File: config.mk
export PLATFORM = sky130hd
export DESIGN_NAME = pwm_seq_ctrl_flat
export DESIGN_NICKNAME = d
export VERILOG_FILES = /design/src/rtl/pwm_seq_ctrl_if.sv /design/src/rtl/pwm_seq_ctrl.sv /design/src/flat_wrapper.sv
export SDC_FILE = /design/constraint.sdc
export NUM_CORES = 1
export LEC_CHECK = 0
export BUFFER_PORTS_ARGS = -buffer_cell sky130_fd_sc_hd__buf_2
export CAP_MARGIN = 40
export CELL_PAD_IN_SITES_DETAIL_PLACEMENT = 0
export CELL_PAD_IN_SITES_GLOBAL_PLACEMENT = 1
export CORE_MARGIN = 2
export CORE_UTILIZATION = 39
export DETAILED_ROUTE_END_ITERATION = 8
export PLACE_DENSITY_LB_ADDON = 0.12
export SLEW_MARGIN = 25
export SYNTH_ARGS = -nofsm -noshare
export SYNTH_HDL_FRONTEND = slang
export SYNTH_SLANG_ARGS = --single-unit
File: constraint.sdc
create_clock -name clk -period 2.37 [get_ports clk]
set_clock_uncertainty 0.2 [all_clocks]
set_input_delay 0.474 -clock clk [delete_from_list [all_inputs] [get_ports clk]]
set_output_delay 0.474 -clock clk [all_outputs]
set_load 0.05 [all_outputs]
File: src/rtl/pwm_seq_ctrl_if.sv
// -----------------------------------------------------------------------------
// pwm_seq_ctrl_if
// Bundles the configuration handshake, the start/stop controls and the PWM
// status outputs of pwm_seq_ctrl.
//
// Compile-time option:
//   PWM_BURST_EN : adds BURST_W and the burst_n signal (burst mode).
//
// Signals:
//   cfg_valid / cfg_ready      : configuration handshake
//   cfg_hi [HI_W]              : high-phase count (phase lasts cfg_hi+1 cycles)
//   cfg_lo [LO_W]              : low-phase count  (phase lasts cfg_lo+1 cycles)
//   start / stop               : single-cycle control requests
//   burst_n [BURST_W]          : periods per burst, 0 = continuous (burst only)
//   out                        : PWM waveform
//   busy                       : generator not idle
//   period_end                 : pulse on the last low cycle of each period
//   done                       : pulse when a burst completes
// Modports: master drives requests, slave is the controller.
// -----------------------------------------------------------------------------
interface pwm_seq_ctrl_if #(
    parameter int HI_W    = 7,
    parameter int LO_W    = 9
`ifdef PWM_BURST_EN
    ,
    parameter int BURST_W = 8
`endif
);
    logic            cfg_valid;
    logic            cfg_ready;
    logic [HI_W-1:0] cfg_hi;
    logic [LO_W-1:0] cfg_lo;
    logic            start;
    logic            stop;
`ifdef PWM_BURST_EN
    logic [BURST_W-1:0] burst_n;
`endif
    logic            out;
    logic            busy;
    logic            period_end;
    logic            done;

`ifdef PWM_BURST_EN
    modport master (
        output cfg_valid, cfg_hi, cfg_lo, start, stop, burst_n,
        input  cfg_ready, out, busy, period_end, done
    );
    modport slave (
        input  cfg_valid, cfg_hi, cfg_lo, start, stop, burst_n,
        output cfg_ready, out, busy, period_end, done
    );
`else
    modport master (
        output cfg_valid, cfg_hi, cfg_lo, start, stop,
        input  cfg_ready, out, busy, period_end, done
    );
    modport slave (
        input  cfg_valid, cfg_hi, cfg_lo, start, stop,
        output cfg_ready, out, busy, period_end, done
    );
`endif
endinterface

File: src/rtl/pwm_seq_ctrl.sv
// -----------------------------------------------------------------------------
// pwm_seq_ctrl
// PWM sequencer: a HIGH/LOW phase generator whose phase lengths come from
// shadow registers. New settings go into a pending slot first and are promoted
// only while idle or on a LOW->HIGH boundary, so a period never mixes old and
// new values.
//
// Compile-time option:
//   PWM_BURST_EN : stop automatically after burst_n periods (0 = continuous)
//                  and pulse done alongside the final period_end. Without it
//                  generation runs until stop and done is tied low.
//
// Ports:
//   clk  : clock, rising edge
//   rst  : synchronous reset, active low
//   bus  : pwm_seq_ctrl_if.slave (cfg handshake, start/stop, status outputs)
// -----------------------------------------------------------------------------
module pwm_seq_ctrl #(
    parameter int HI_W    = 7,
    parameter int LO_W    = 9
`ifdef PWM_BURST_EN
    ,
    parameter int BURST_W = 8
`endif
) (
    input  logic          clk,
    input  logic          rst,
    pwm_seq_ctrl_if.slave bus
);
    // One phase counter serves both phases, so it must span the wider count.
    localparam int CW = (HI_W > LO_W) ? HI_W : LO_W;

    typedef enum logic [1:0] {
        S_IDLE = 2'd0,
        S_HIGH = 2'd1,
        S_LOW  = 2'd2
    } state_t;

    state_t          r_state;
    logic [CW-1:0]   r_cnt;
    logic [HI_W-1:0] r_hi_act;
    logic [LO_W-1:0] r_lo_act;
    logic [HI_W-1:0] r_hi_pend;
    logic [LO_W-1:0] r_lo_pend;
    logic            r_pend;
    logic            r_out;
    logic            r_pe;

    logic            w_acc;
    logic            w_start;
    logic            w_hi_last;
    logic            w_lo_last;
    logic            w_lo_next_last;
    logic            w_lo_zero;
    logic            w_pe_set;
    logic            w_burst_end;
    logic [CW-1:0]   w_cnt_inc;

    assign w_acc          = bus.cfg_valid && !r_pend;
    // stop beats start; start is only honoured from IDLE.
    assign w_start        = bus.start && !bus.stop && (r_state == S_IDLE);
    assign w_cnt_inc      = r_cnt + 1'b1;
    assign w_hi_last      = (r_state == S_HIGH) && (r_cnt == CW'(r_hi_act));
    assign w_lo_last      = (r_state == S_LOW)  && (r_cnt == CW'(r_lo_act));
    assign w_lo_next_last = (w_cnt_inc == CW'(r_lo_act));
    assign w_lo_zero      = (r_lo_act == '0);

    // period_end is registered, so it is set one edge early: the cycle being
    // entered is the last LOW cycle. lo_act cannot change while in HIGH/LOW
    // (promotion happens only at LOW->HIGH), so the lookahead is stable.
    assign w_pe_set = !bus.stop &&
                      ((w_hi_last && w_lo_zero) ||
                       ((r_state == S_LOW) && !w_lo_last && w_lo_next_last));

    always_ff @(posedge clk) begin
        if (!rst) begin
            r_state   <= S_IDLE;
            r_cnt     <= '0;
            r_hi_act  <= HI_W'(100);
            r_lo_act  <= LO_W'(400);
            r_hi_pend <= '0;
            r_lo_pend <= '0;
            r_pend    <= 1'b0;
            r_out     <= 1'b0;
            r_pe      <= 1'b0;
        end else begin
            r_pe <= w_pe_set;

            if (w_acc) begin
                r_hi_pend <= bus.cfg_hi;
                r_lo_pend <= bus.cfg_lo;
                r_pend    <= 1'b1;
            end

            case (r_state)
                S_IDLE: begin
                    r_out <= 1'b0;
                    r_cnt <= '0;
                    if (r_pend) begin
                        r_hi_act <= r_hi_pend;
                        r_lo_act <= r_lo_pend;
                        r_pend   <= 1'b0;
                    end
                    if (w_start) begin
                        r_state <= S_HIGH;
                        r_out   <= 1'b1;
                        // A config offered alongside start bypasses the
                        // pending slot so it governs the very first HIGH cycle.
                        if (w_acc) begin
                            r_hi_act <= bus.cfg_hi;
                            r_lo_act <= bus.cfg_lo;
                            r_pend   <= 1'b0;
                        end
                    end
                end

                S_HIGH: begin
                    if (bus.stop) begin
                        r_state <= S_IDLE;
                        r_out   <= 1'b0;
                        r_cnt   <= '0;
                    end else if (w_hi_last) begin
                        r_state <= S_LOW;
                        r_out   <= 1'b0;
                        r_cnt   <= '0;
                    end else begin
                        r_cnt   <= w_cnt_inc;
                    end
                end

                S_LOW: begin
                    if (bus.stop) begin
                        r_state <= S_IDLE;
                        r_out   <= 1'b0;
                        r_cnt   <= '0;
                    end else if (w_lo_last) begin
                        r_cnt <= '0;
                        if (w_burst_end) begin
                            r_state <= S_IDLE;
                            r_out   <= 1'b0;
                        end else begin
                            r_state <= S_HIGH;
                            r_out   <= 1'b1;
                            // Period boundary: the only safe point to swap
                            // in new phase lengths while running.
                            if (r_pend) begin
                                r_hi_act <= r_hi_pend;
                                r_lo_act <= r_lo_pend;
                                r_pend   <= 1'b0;
                            end
                        end
                    end else begin
                        r_cnt <= w_cnt_inc;
                    end
                end

                default: begin
                    r_state <= S_IDLE;
                    r_out   <= 1'b0;
                    r_cnt   <= '0;
                end
            endcase
        end
    end

`ifdef PWM_BURST_EN
    logic [BURST_W-1:0] r_burst;
    logic [BURST_W-1:0] r_pcnt;
    logic [BURST_W-1:0] w_pcnt_inc;
    logic               r_done;

    assign w_pcnt_inc  = r_pcnt + 1'b1;
    // r_pcnt holds the number of completed periods, so the period now ending
    // is number r_pcnt+1. burst_n==0 never matches: continuous mode.
    assign w_burst_end = (r_burst != '0) && (w_pcnt_inc == r_burst);

    always_ff @(posedge clk) begin
        if (!rst) begin
            r_burst <= '0;
            r_pcnt  <= '0;
            r_done  <= 1'b0;
        end else begin
            // Same lookahead as period_end so both pulses coincide.
            r_done <= w_pe_set && w_burst_end;
            if (w_start) begin
                r_burst <= bus.burst_n;
                r_pcnt  <= '0;
            end else if (w_lo_last && !bus.stop) begin
                r_pcnt  <= w_burst_end ? '0 : w_pcnt_inc;
            end
        end
    end

    assign bus.done = r_done;
`else
    assign w_burst_end = 1'b0;
    assign bus.done    = 1'b0;
`endif

    assign bus.cfg_ready  = !r_pend;
    assign bus.out        = r_out;
    assign bus.busy       = (r_state != S_IDLE);
    assign bus.period_end = r_pe;

endmodule

File: src/flat_wrapper.sv
// flat-port wrapper written by rule: the top's interface ports become plain ports
module pwm_seq_ctrl_flat 
#(
    parameter int HI_W    = 7,
    parameter int LO_W    = 9

)
  (clk, rst, bus_cfg_valid, bus_cfg_hi, bus_cfg_lo, bus_start, bus_stop, bus_cfg_ready, bus_out, bus_busy, bus_period_end, bus_done);
  pwm_seq_ctrl_if #(.HI_W(HI_W), .LO_W(LO_W)) bus_i ();
  input  logic clk;
  input  logic rst;
  input wire logic [$bits(bus_i.cfg_valid)-1:0] bus_cfg_valid;
  input wire logic [$bits(bus_i.cfg_hi)-1:0] bus_cfg_hi;
  input wire logic [$bits(bus_i.cfg_lo)-1:0] bus_cfg_lo;
  input wire logic [$bits(bus_i.start)-1:0] bus_start;
  input wire logic [$bits(bus_i.stop)-1:0] bus_stop;
  output wire logic [$bits(bus_i.cfg_ready)-1:0] bus_cfg_ready;
  output wire logic [$bits(bus_i.out)-1:0] bus_out;
  output wire logic [$bits(bus_i.busy)-1:0] bus_busy;
  output wire logic [$bits(bus_i.period_end)-1:0] bus_period_end;
  output wire logic [$bits(bus_i.done)-1:0] bus_done;
  assign bus_i.cfg_valid = bus_cfg_valid;
  assign bus_i.cfg_hi = bus_cfg_hi;
  assign bus_i.cfg_lo = bus_cfg_lo;
  assign bus_i.start = bus_start;
  assign bus_i.stop = bus_stop;
  assign bus_cfg_ready = bus_i.cfg_ready;
  assign bus_out = bus_i.out;
  assign bus_busy = bus_i.busy;
  assign bus_period_end = bus_i.period_end;
  assign bus_done = bus_i.done;
  pwm_seq_ctrl #(.HI_W(HI_W), .LO_W(LO_W)) u_core (.clk(clk), .rst(rst), .bus(bus_i));
endmodule
==> flow_metrics.py, run 1 <==
metrics = {
    "outcome": {
        "status": "finished, final reports clean",
    },
    "logic_synthesis": {
        "synth_compound_area_share_pct": 16.1,
        "yosysWarnings": 0,
        "synth_xor_area_share_pct": 10.8,
        "synth_area_leaders": "dfxtp_1, nand2_1, xnor2_1",
        "netlist.area_leader.share_pct": 36.5,
        "synth-edff-count": 0,
        "syn_nets": 337,
        "synth_cell_types": 37,
        "syn_avg_cell_area_sq_um": 8.12,
        "yosys.area.top_type": "dfxtp_1",
        "synthArstFlopShare_pct": 0,
        "synth-simple-area-share_pct": 21.7,
        "synth.area.mux_share_pct": 7.14,
        "synthCells": 311,
        "synth_top_family_by_area": "simple AND/OR/NAND/NOR gates",
        "synth.ff_latch_count": 46,
        "yosys.area_share.adder_pct": 2.48,
        "synth_area_sq_um": 2520,
        "yosysSeqAreaShare_pct": 36.5,
        "synth_ff_type": "dfxtp_1",
    },
    "setup_path": {
        "end_kind": "register",
        "arrival_ns": 2.32,
        "critPathBufInv": 0,
        "cp-start-kind": "register",
        "path_cells": "ha_1 > and2_4 > and4_4 > xnor2_1 > or4_1 > or4_4 > o22ai_2",
        "critical_path_required_ns": 2.41,
        "critical_path_class": "reg2reg",
        "slowest_delay_ns": 0.52,
        "critPathTopFamily": "simple AND/OR/NAND/NOR gates",
        "worst_path_max_delay_cell": "or4_4",
        "worstPathMaxFanout": 4,
    },
    "die": {
        "die_x_microns": 84.5,
        "rows": 29,
        "start_util_pct": 40.0,
        "ios": 26,
        "die_y_microns": 84.5,
        "dieArea_sq_um": 7130,
        "core_area_sq_um": 6310,
    },
    "clock_network": {
        "clk_path_buf_depth": 2,
        "cts_tree": "yes",
        "cts.sinks": 46,
        "hold_buffers": 0,
        "cts-resized-gates": 0,
        "cts_setup_buffers": 0,
        "cts_made_buffers": 5,
        "clkTransAtPathRegs_ns": 0.09,
        "htree_levels": 2,
        "cts_root_buf": "clkbuf_8",
        "insertion_delay_ns": 0.30,
    },
    "detailed_routing": {
        "drt-initial-drc-count": 89,
        "wire_per_inst_microns": 13.9,
        "wirelength_microns": 5840,
        "drtPass1Iterations": 4,
        "num_vias": 2093,
        "drc": 0,
        "antenna_left": 0,
        "routed_via_density": 4.97,
    },
    "sta": {
        "slew_viol_final": 0,
        "rsz0062_at_grt": "no",
        "hold_slack_ns": 0.222,
        "period_share_pct": 96.3,
        "tns_ns": 0,
        "finalSetupViolCount": 0,
        "hold_violations": 0,
        "min_period_ns": 2.28,
        "max_freq_mhz": 438,
    },
    "job": {
        "maxCapViolCount": 0,
    },
    "power": {
        "power_density_nw_per_um2": 674,
        "total_power_mw": 1.97,
        "leakage_nw": 1.12,
        "ir_worst_vdd_v": 0.000295,
    },
    "grt": {
        "antenna_found_initial": 0,
        "grt_start_max_net_pins": 47,
        "grt_pass1_vias": 1985,
        "track_usage_pct": 17.4,
        "grt_overflow": 0,
        "grt_pass1_wl_microns": 10000,
    },
    "layout": {
        "synthToLayoutAreaGrowth_pct": 15.7,
        "fin_area_sq_um": 2920,
        "post-route-util_pct": 46.3,
        "antennaDiodeCount": 0,
        "nNetsFinal": 369,
        "layout-drive-gt1-share_pct": 18.0,
    },
    "worst_hold_path": {
        "worstHoldPathType": "in2reg",
    },
    "placement": {
        "hpwl_microns": 4160,
        "port_buffers": 24,
        "gp_congestion": 0.786,
        "place_area_sq_um": 2830,
    },
}
## cells in the final DEF, fill, tap and decap left out, types with 2 or more instances in the layout
cell / instances
o21ai_0: 18
nand3_1: 17
o21ai_1: 4
nand4_1: 5
buf_2: 24
buf_4: 21
nand2_1: 66
xor2_1: 5
nor2_1: 18
xnor2_1: 23
ha_1: 5
clkbuf_8: 6
nor2b_1: 3
dfxtp_1: 46
inv_1: 9
nor3b_1: 2
o211ai_1: 17
a21boi_0: 16
mux2i_1: 18
## synthesized netlist by cell type, types with 4 or more instances
| master | number |
|---|---|
| a21boi_0 | 16 |
| clkbuf_1 | 12 |
| dfxtp_1 | 46 |
| ha_1 | 5 |
| inv_1 | 9 |
| mux2i_1 | 18 |
| nand2_1 | 66 |
| nand3_1 | 17 |
| nand4_1 | 5 |
| nor2_1 | 18 |
| o211ai_1 | 17 |
| o21ai_0 | 18 |
| o21ai_1 | 4 |
| xnor2_1 | 23 |
| xor2_1 | 5 |
## final cells by class
| class | count | area (sq um) |
|---|---|---|
| multi-input cells | 235 | 1480 |
| clock inverters | 1 | 5.00 |
| inverters | 9 | 33.8 |
| flip-flops and latches | 46 | 921 |
| fillers | 657 | 3390 |
| well taps | 77 | 96.3 |
| clock buffers | 7 | 86.3 |
| repair buffers | 46 | 298 |
## sequential cells by signal, summed over array words and instances (netlist names)
signal                 count
u_core.bus.out             1
u_core.bus.period_end      1
u_core.r_cnt               9
u_core.r_hi_act            7
u_core.r_hi_pend           7
u_core.r_lo_act            9
u_core.r_lo_pend           9
u_core.r_pend              1
u_core.r_state             2
## stage by stage
stage	cells	setup WS, ns
final	421	0.0887
after global routing	421	0.0198
after CTS	421	0.0438
after detailed placement	413	0.00393
after global placement	413	0.0519
after floorplan	311	0.0346
## cell families (layout without fill, tap and decap cells)
group,after synthesis,count (layout)
compound gates,61,61
xor+xnor,29,29
fa+ha+maj,5,5
buf+inv,30,63
flops,46,46
mux,18,18
other cells,1,1
simple gates,121,121
## worst reg2reg max path, cell delays in order (launching register included)
cell,delay (ns)
dfxtp_1,0.32
ha_1,0.21
and2_4,0.17
and4_4,0.20
xnor2_1,0.11
or4_1,0.40
or4_4,0.52
o22ai_2,0.09
## final timing paths
kind	start	endpoint	slack, ns	cells after the start
max reg2reg	u_core.r_cnt[1]$_SDFF_PN0_	u_core.bus.period_end$_SDFF_PN0_	0.09	7
max	u_core.r_cnt[1]$_SDFF_PN0_	u_core.bus.period_end$_SDFF_PN0_	0.09	7
min reg2reg	u_core.r_hi_pend[4]$_SDFFE_PN0P_	u_core.r_hi_pend[4]$_SDFFE_PN0P_	0.26	2
min	bus_cfg_hi[0]	u_core.r_hi_pend[0]$_SDFFE_PN0P_	0.22	3
## per-layer routing
| layer | GRT usage [%] | up-vias | routed length [microns] |
|---|---|---|---|
| li1 | - | 1125 | - |
| met1 | 25.2 | 944 | 3050 |
| met2 | 27.0 | 18 | 2590 |
| met3 | 3.24 | 6 | 129 |
| met4 | 4.33 | 0 | 65 |
| met5 | 0 | - | 0 |
## report_power, final
part,internal [mW],switching (mW),leakage [nW]
clock,0.236,0.274,0.0482
combinational,0.230,0.312,0.700
sequential,0.847,0.0703,0.376
No activity file was read; power rests on OpenSTA's default activity.
==> run 2: changes to the inputs <==
- ABC_AREA: unset -> 1
- CORE_UTILIZATION: 39 -> 38
==> run 2 against run 1 <==
Die area grew 8.9%; non-clock buffer count fell by 13; via count up 15%; critical path depth shrank 5; core utilization shrank 3.0 points; sequential power grew 19%; routed wire length rose by 15%; maximum frequency increased by 9.9%; largest cell class unchanged; highest routed layer unchanged.
==> flow_metrics.py, run 2 <==
metrics = {
    "worst_hold_path": {
        "worstHoldPathType": "in2reg",
    },
    "detailed_routing": {
        "antenna_left": 0,
        "num_vias": 2415,
        "drt-initial-drc-count": 92,
        "wirelength_microns": 6740,
        "drc": 0,
        "routed_via_density": 4.68,
        "wire_per_inst_microns": 13.1,
        "drtPass1Iterations": 5,
    },
    "setup_path": {
        "worstPathMaxFanout": 10,
        "end_kind": "output port",
        "arrival_ns": 1.40,
        "critical_path_class": "reg2out",
        "worst_path_max_delay_cell": "dfxtp_1",
        "path_cells": "clkinv_1 > buf_2",
        "slowest_delay_ns": 0.46,
        "cp-start-kind": "register",
        "critical_path_required_ns": 1.70,
    },
    "placement": {
        "hpwl_microns": 4960,
        "gp_congestion": 0.770,
        "port_buffers": 24,
        "place_area_sq_um": 2870,
    },
    "clock_network": {
        "cts_setup_buffers": 0,
        "clk_path_buf_depth": 2,
        "cts.sinks": 46,
        "cts_made_buffers": 5,
        "cts_root_buf": "clkbuf_8",
        "cts_tree": "yes",
        "hold_buffers": 0,
        "cts-resized-gates": 0,
        "insertion_delay_ns": 0.31,
        "clkTransAtPathRegs_ns": 0.09,
        "htree_levels": 2,
    },
    "logic_synthesis": {
        "syn_avg_cell_area_sq_um": 6.79,
        "synth_top_family_by_area": "simple AND/OR/NAND/NOR gates",
        "syn_nets": 422,
        "synth.most_common_cell": "nand2_1",
        "synth_area_sq_um": 2690,
        "synth.ff_latch_count": 46,
        "yosysWarnings": 0,
        "synth_cell_types": 32,
        "synth-simple-area-share_pct": 32.4,
        "synth.area.mux_share_pct": 3.35,
        "synth-edff-count": 0,
        "synthCells": 396,
        "yosys.area.top_type": "dfxtp_1",
        "synth_xor_area_share_pct": 4.56,
        "yosys.area_share.adder_pct": 2.33,
        "synthTopCellsByCount": "nand2_1, nor2_1, dfxtp_1, o21ai_0, inv_1",
        "synth_ff_type": "dfxtp_1",
        "synthArstFlopShare_pct": 0,
        "synth_compound_area_share_pct": 13.0,
        "netlist.area_leader.share_pct": 34.2,
        "yosysSeqAreaShare_pct": 34.2,
        "synth_area_leaders": "dfxtp_1, nand2_1, nor2_1",
    },
    "die": {
        "die_y_microns": 88.1,
        "dieArea_sq_um": 7770,
        "core_area_sq_um": 6830,
        "start_util_pct": 39.4,
        "die_x_microns": 88.1,
        "rows": 30,
        "ios": 26,
    },
    "sta": {
        "finalSetupViolCount": 0,
        "slew_headroom_pct": 63.1,
        "hold_violations": 0,
        "rsz0062_at_grt": "no",
        "min_period_ns": 2.08,
        "worst_slew_pin_slew_ns": 0.553,
        "max_freq_mhz": 482,
        "tns_ns": 0,
        "period_share_pct": 87.6,
        "slew_viol_final": 0,
    },
    "grt": {
        "grt_pass1_vias": 2239,
        "grt_pass1_wl_microns": 11300,
        "grt_overflow": 0,
        "grt_start_max_net_pins": 23,
        "antenna_found_initial": 0,
        "track_usage_pct": 18.9,
    },
    "layout": {
        "top_regs": "u_core.r_cnt x9, u_core.r_lo_act x9, u_core.r_lo_pend x9",
        "post-route-util_pct": 43.3,
        "synthToLayoutAreaGrowth_pct": 9.91,
        "layout-drive-gt1-share_pct": 16.0,
        "nNetsFinal": 445,
        "antennaDiodeCount": 0,
        "mostFrequentLayoutCell": "nand2_1",
        "fin_area_sq_um": 2960,
        "layout_common_cells": "nand2_1, nor2_1, dfxtp_1, o21ai_0, inv_1",
    },
    "power": {
        "total_power_mw": 3.08,
        "ir_worst_vdd_v": 0.000378,
        "leakage_nw": 1.25,
        "power_density_nw_per_um2": 1040,
    },
    "outcome": {
        "status": "finished, final reports clean",
    },
    "job": {
        "maxCapViolCount": 0,
    },
}
run 2: cell types whose count changed after synthesis, sizes merged, moves of 5 or more:
cell and change:
nand2 +46, nor2 +45, a21oi +26, inv +25
a21boi -16, o211ai -16, xnor2 -14, o21ai +10
clkbuf -9, mux2i -9, buf +5, o22ai +5
run 2: stage by stage:
step / setup WS, ns / hold slack, ns / std cells
floorplan: 0.498 / 0.237 / 396
global placement: 0.396 / 0.245 / 508
detailed placement: 0.364 / 0.251 / 508
CTS: 0.287 / 0.198 / 516
global route: 0.192 / 0.220 / 516
finish: 0.294 / 0.204 / 516
run 2: path summary, 6_finish.rpt:
kind                                    startpoint                               end  slack [ns]  cells after the start
setup / recovery          u_core.r_pend$_SDFF_PN0_                     bus_cfg_ready        0.29                      2
hold / removal                       bus_cfg_hi[5]  u_core.r_hi_pend[5]$_SDFFE_PN0P_        0.20                      3
setup reg to reg    u_core.r_state[0]$_SDFFE_PN0P_   u_core.r_lo_act[4]$_SDFFE_PN1P_        0.35                      9
hold reg to reg   u_core.r_lo_pend[6]$_SDFFE_PN0P_  u_core.r_lo_pend[6]$_SDFFE_PN0P_        0.26                      2
run 2: kinds of logic after synthesis:
| kind of cell | count (synthesis) |
|---|---|
| mux | 9 |
| simple gates | 201 |
| buf+inv | 53 |
| other cells | 1 |
| compound gates | 67 |
| xor+xnor | 14 |
| flops | 46 |
| fa+ha+maj | 5 |
run 2: area by class of cell:
| class | count | area [sq um] |
|---|---|---|
| clock buffers | 5 | 68.8 |
| clock inverters | 3 | 21.3 |
| inverters | 36 | 136 |
| repair buffers | 33 | 188 |
| well taps | 96 | 120 |
| fillers | 761 | 3880 |
| flip-flops and latches | 46 | 921 |
| multi-input cells | 297 | 1500 |
run 2: critical path: cells and delay by family (launching register included):
kind                   cells  cell delay, ns
flip-flops                 1            0.46
buffers and inverters      2            0.64
run 2: where the power goes:
group / total (mW) / switching [mW] / internal, mW
clock network: 0.504 / 0.296 / 0.208
logic: 1.49 / 0.963 / 0.525
registers: 1.09 / 0.152 / 0.935
total: 3.08 / 1.41 / 1.67
run 2: per-layer routing:
layer	routed length (microns)	part of all wire, %	global-route usage (%)	vias to the layer above
met5	0	0	0	-
met4	47	0.70	3.72	0
met3	157	2.3	4.05	4
met2	3030	45	30.4	26
met1	3510	52	26.5	1086
li1	-	-	-	1299
==> run 3: changes to the inputs <==
- CORE_UTILIZATION: 38 -> 40
- CTS_BUF_LIST: unset -> sky130_fd_sc_hd__clkbuf_4
==> run 3 against run 2 <==
Critical path depth is 2 higher; first-iteration DRC count rose by 5.4%; power shrank 0.31%; highest routed layer unchanged; sequential cell count stayed put; register-to-register slack got worse by 0.03 ns; largest power group unchanged; via count down 0.17%; sequential power about the same; worst hold slack worse by 0.055 ns; cell area is 1.1% lower; combinational power hardly changed.
==> flow_metrics.py, run 3 (synthesis gave the netlist of run 2 again) <==
metrics = {
    "power": {
        "ir_worst_vdd_v": 0.000371,
        "leakage_nw": 1.25,
        "power_density_nw_per_um2": 1050,
        "total_power_mw": 3.07,
    },
    "worst_hold_path": {
        "min-delay-start": "bus_cfg_hi[3]",
        "hold_depth": 3,
        "whs_endpoint": "u_core.r_hi_pend[3]$_SDFFE_PN0P_",
        "worstHoldPathType": "in2reg",
    },
    "detailed_routing": {
        "antenna_left": 0,
        "wirelength_microns": 6550,
        "drt-initial-drc-count": 97,
        "routed_via_density": 4.85,
        "drtPass1Iterations": 4,
        "wire_per_inst_microns": 13.2,
        "drc": 0,
        "num_vias": 2411,
    },
    "setup_path": {
        "worstPathMaxFanout": 4,
        "path_cells": "inv_1 > ha_1 > inv_2 > buf_2",
        "r2r_slack_ns": 0.32,
        "worst_path_max_delay_cell": "dfxtp_1",
        "cp-start-kind": "register",
        "slowest_delay_ns": 0.41,
        "critical_path_required_ns": 1.70,
        "worstRegToRegCells": 10,
        "arrival_ns": 1.45,
        "end_kind": "output port",
        "timing.rr.start": "u_core.r_state[0]$_SDFFE_PN0P_",
        "critical_path_class": "reg2out",
        "r2r-end": "u_core.r_hi_act[0]$_SDFFE_PN0P_",
    },
    "layout": {
        "top_regs": "u_core.r_cnt x9, u_core.r_lo_act x9, u_core.r_lo_pend x9",
        "antennaDiodeCount": 0,
        "nNetsFinal": 445,
        "multiInputGateArea_sq_um": 1500,
        "layout-drive-gt1-share_pct": 16.0,
        "regArea_sq_um": 921,
        "layout_common_cells": "nand2_1, nor2_1, dfxtp_1, o21ai_0, inv_1",
        "mostFrequentLayoutCell": "nand2_1",
        "synthToLayoutAreaGrowth_pct": 8.75,
        "fillerInstances": 683,
    },
    "clock_network": {
        "hold_buffers": 0,
        "clkTransAtPathRegs_ns": 0.14,
        "cts_tree": "yes",
        "cts_root_buf": "clkbuf_4",
        "cts-resized-gates": 0,
        "insertion_delay_ns": 0.35,
        "htree_levels": 2,
        "clk_path_buf_depth": 2,
        "cts_made_buffers": 5,
        "cts.sinks": 46,
        "cts_setup_buffers": 0,
    },
    "grt": {
        "antenna_found_initial": 0,
        "grt_start_max_net_pins": 23,
        "track_usage_pct": 19.3,
        "grt_pass1_wl_microns": 11300,
        "grt_overflow": 0,
        "grt_pass1_vias": 2320,
    },
    "die": {
        "rows": 29,
        "die_y_microns": 86.0,
        "core_area_sq_um": 6420,
        "dieArea_sq_um": 7390,
        "die_x_microns": 86.0,
        "start_util_pct": 41.9,
        "ios": 26,
    },
    "placement": {
        "gp_congestion": 0.789,
        "hpwl_microns": 4930,
        "port_buffers": 24,
    },
    "outcome": {
        "status": "finished, final reports clean",
    },
    "sta": {
        "slew_headroom_pct": 63.0,
        "max_freq_mhz": 472,
        "period_share_pct": 89.4,
        "tns_ns": 0,
        "slew_viol_final": 0,
        "finalSetupViolCount": 0,
        "hold_violations": 0,
        "min_period_ns": 2.12,
        "worst_slew_pin_slew_ns": 0.555,
        "rsz0062_at_grt": "no",
    },
    "job": {
        "maxCapViolCount": 0,
    },
}
[run 3: cell types whose count changed in the layout (fill, tap and decap cells not counted)]
cell | before | now
clkbuf_4 | 0 | 6
clkbuf_8 | 5 | 0
bufinv_16 | 0 | 1
clkinv_2 | 2 | 1
clkinv_4 | 1 | 0
[run 3: per-layer routing]
layer	GRT usage, %	share of wire [%]
met3	2.98	2.0
met4	4.62	0.73
met1	26.9	52
met2	31.1	46
met5	0	0
[run 3: area by class of cell]
class                           instances  share of cell area [%]
Multi-Input combinational cell        297                    51.3
Timing Repair Buffer                   33                    6.42
Tap cell                               77                    3.29
Clock inverter                          2                    1.28
Inverter                               36                    4.66
Sequential cell                        46                    31.5
Clock buffer                            6                    1.54
[run 3: critical path, delay by kind of cell, from the launching register on]
kind                     cells  cell delay (ns)
flip-flops                   1             0.41
buffers and inverters        3             0.42
adder cells (fa/ha/maj)      1             0.25
[run 3: report_power, final]
group | switching, mW | internal [mW]
Clock | 0.267 | 0.234
Combinational | 0.959 | 0.524
Sequential | 0.150 | 0.935
[run 3: per-stage QoR]
step	hold slack, ns	util (%)	area [sq um]	std cells	setup slack (ns)
global route	0.132	45.5	2920	497	0.0897
detailed placement	0.254	44.2	2840	489	0.357
CTS	0.137	45.5	2920	497	0.230
global placement	0.246	44.2	2840	489	0.387
finish	0.149	45.5	2920	497	0.250
floorplan	0.237	-	2690	396	0.498
[run 3: worst max-delay path by stage]
stage / from / endpoint / depth (start not counted)
floorplan: u_core.r_state[0]$_SDFFE_PN0P_ / u_core.r_hi_act[2]$_SDFFE_PN1P_ / 10
finish: u_core.r_state[0]$_SDFFE_PN0P_ / bus_busy / 4
detailed placement: bus_stop / u_core.r_hi_act[0]$_SDFFE_PN0P_ / 11
global placement: bus_stop / u_core.r_lo_act[4]$_SDFFE_PN1P_ / 10
global route: u_core.r_state[0]$_SDFFE_PN0P_ / u_core.r_hi_act[0]$_SDFFE_PN0P_ / 10
CTS: u_core.r_state[0]$_SDFFE_PN0P_ / bus_busy / 4
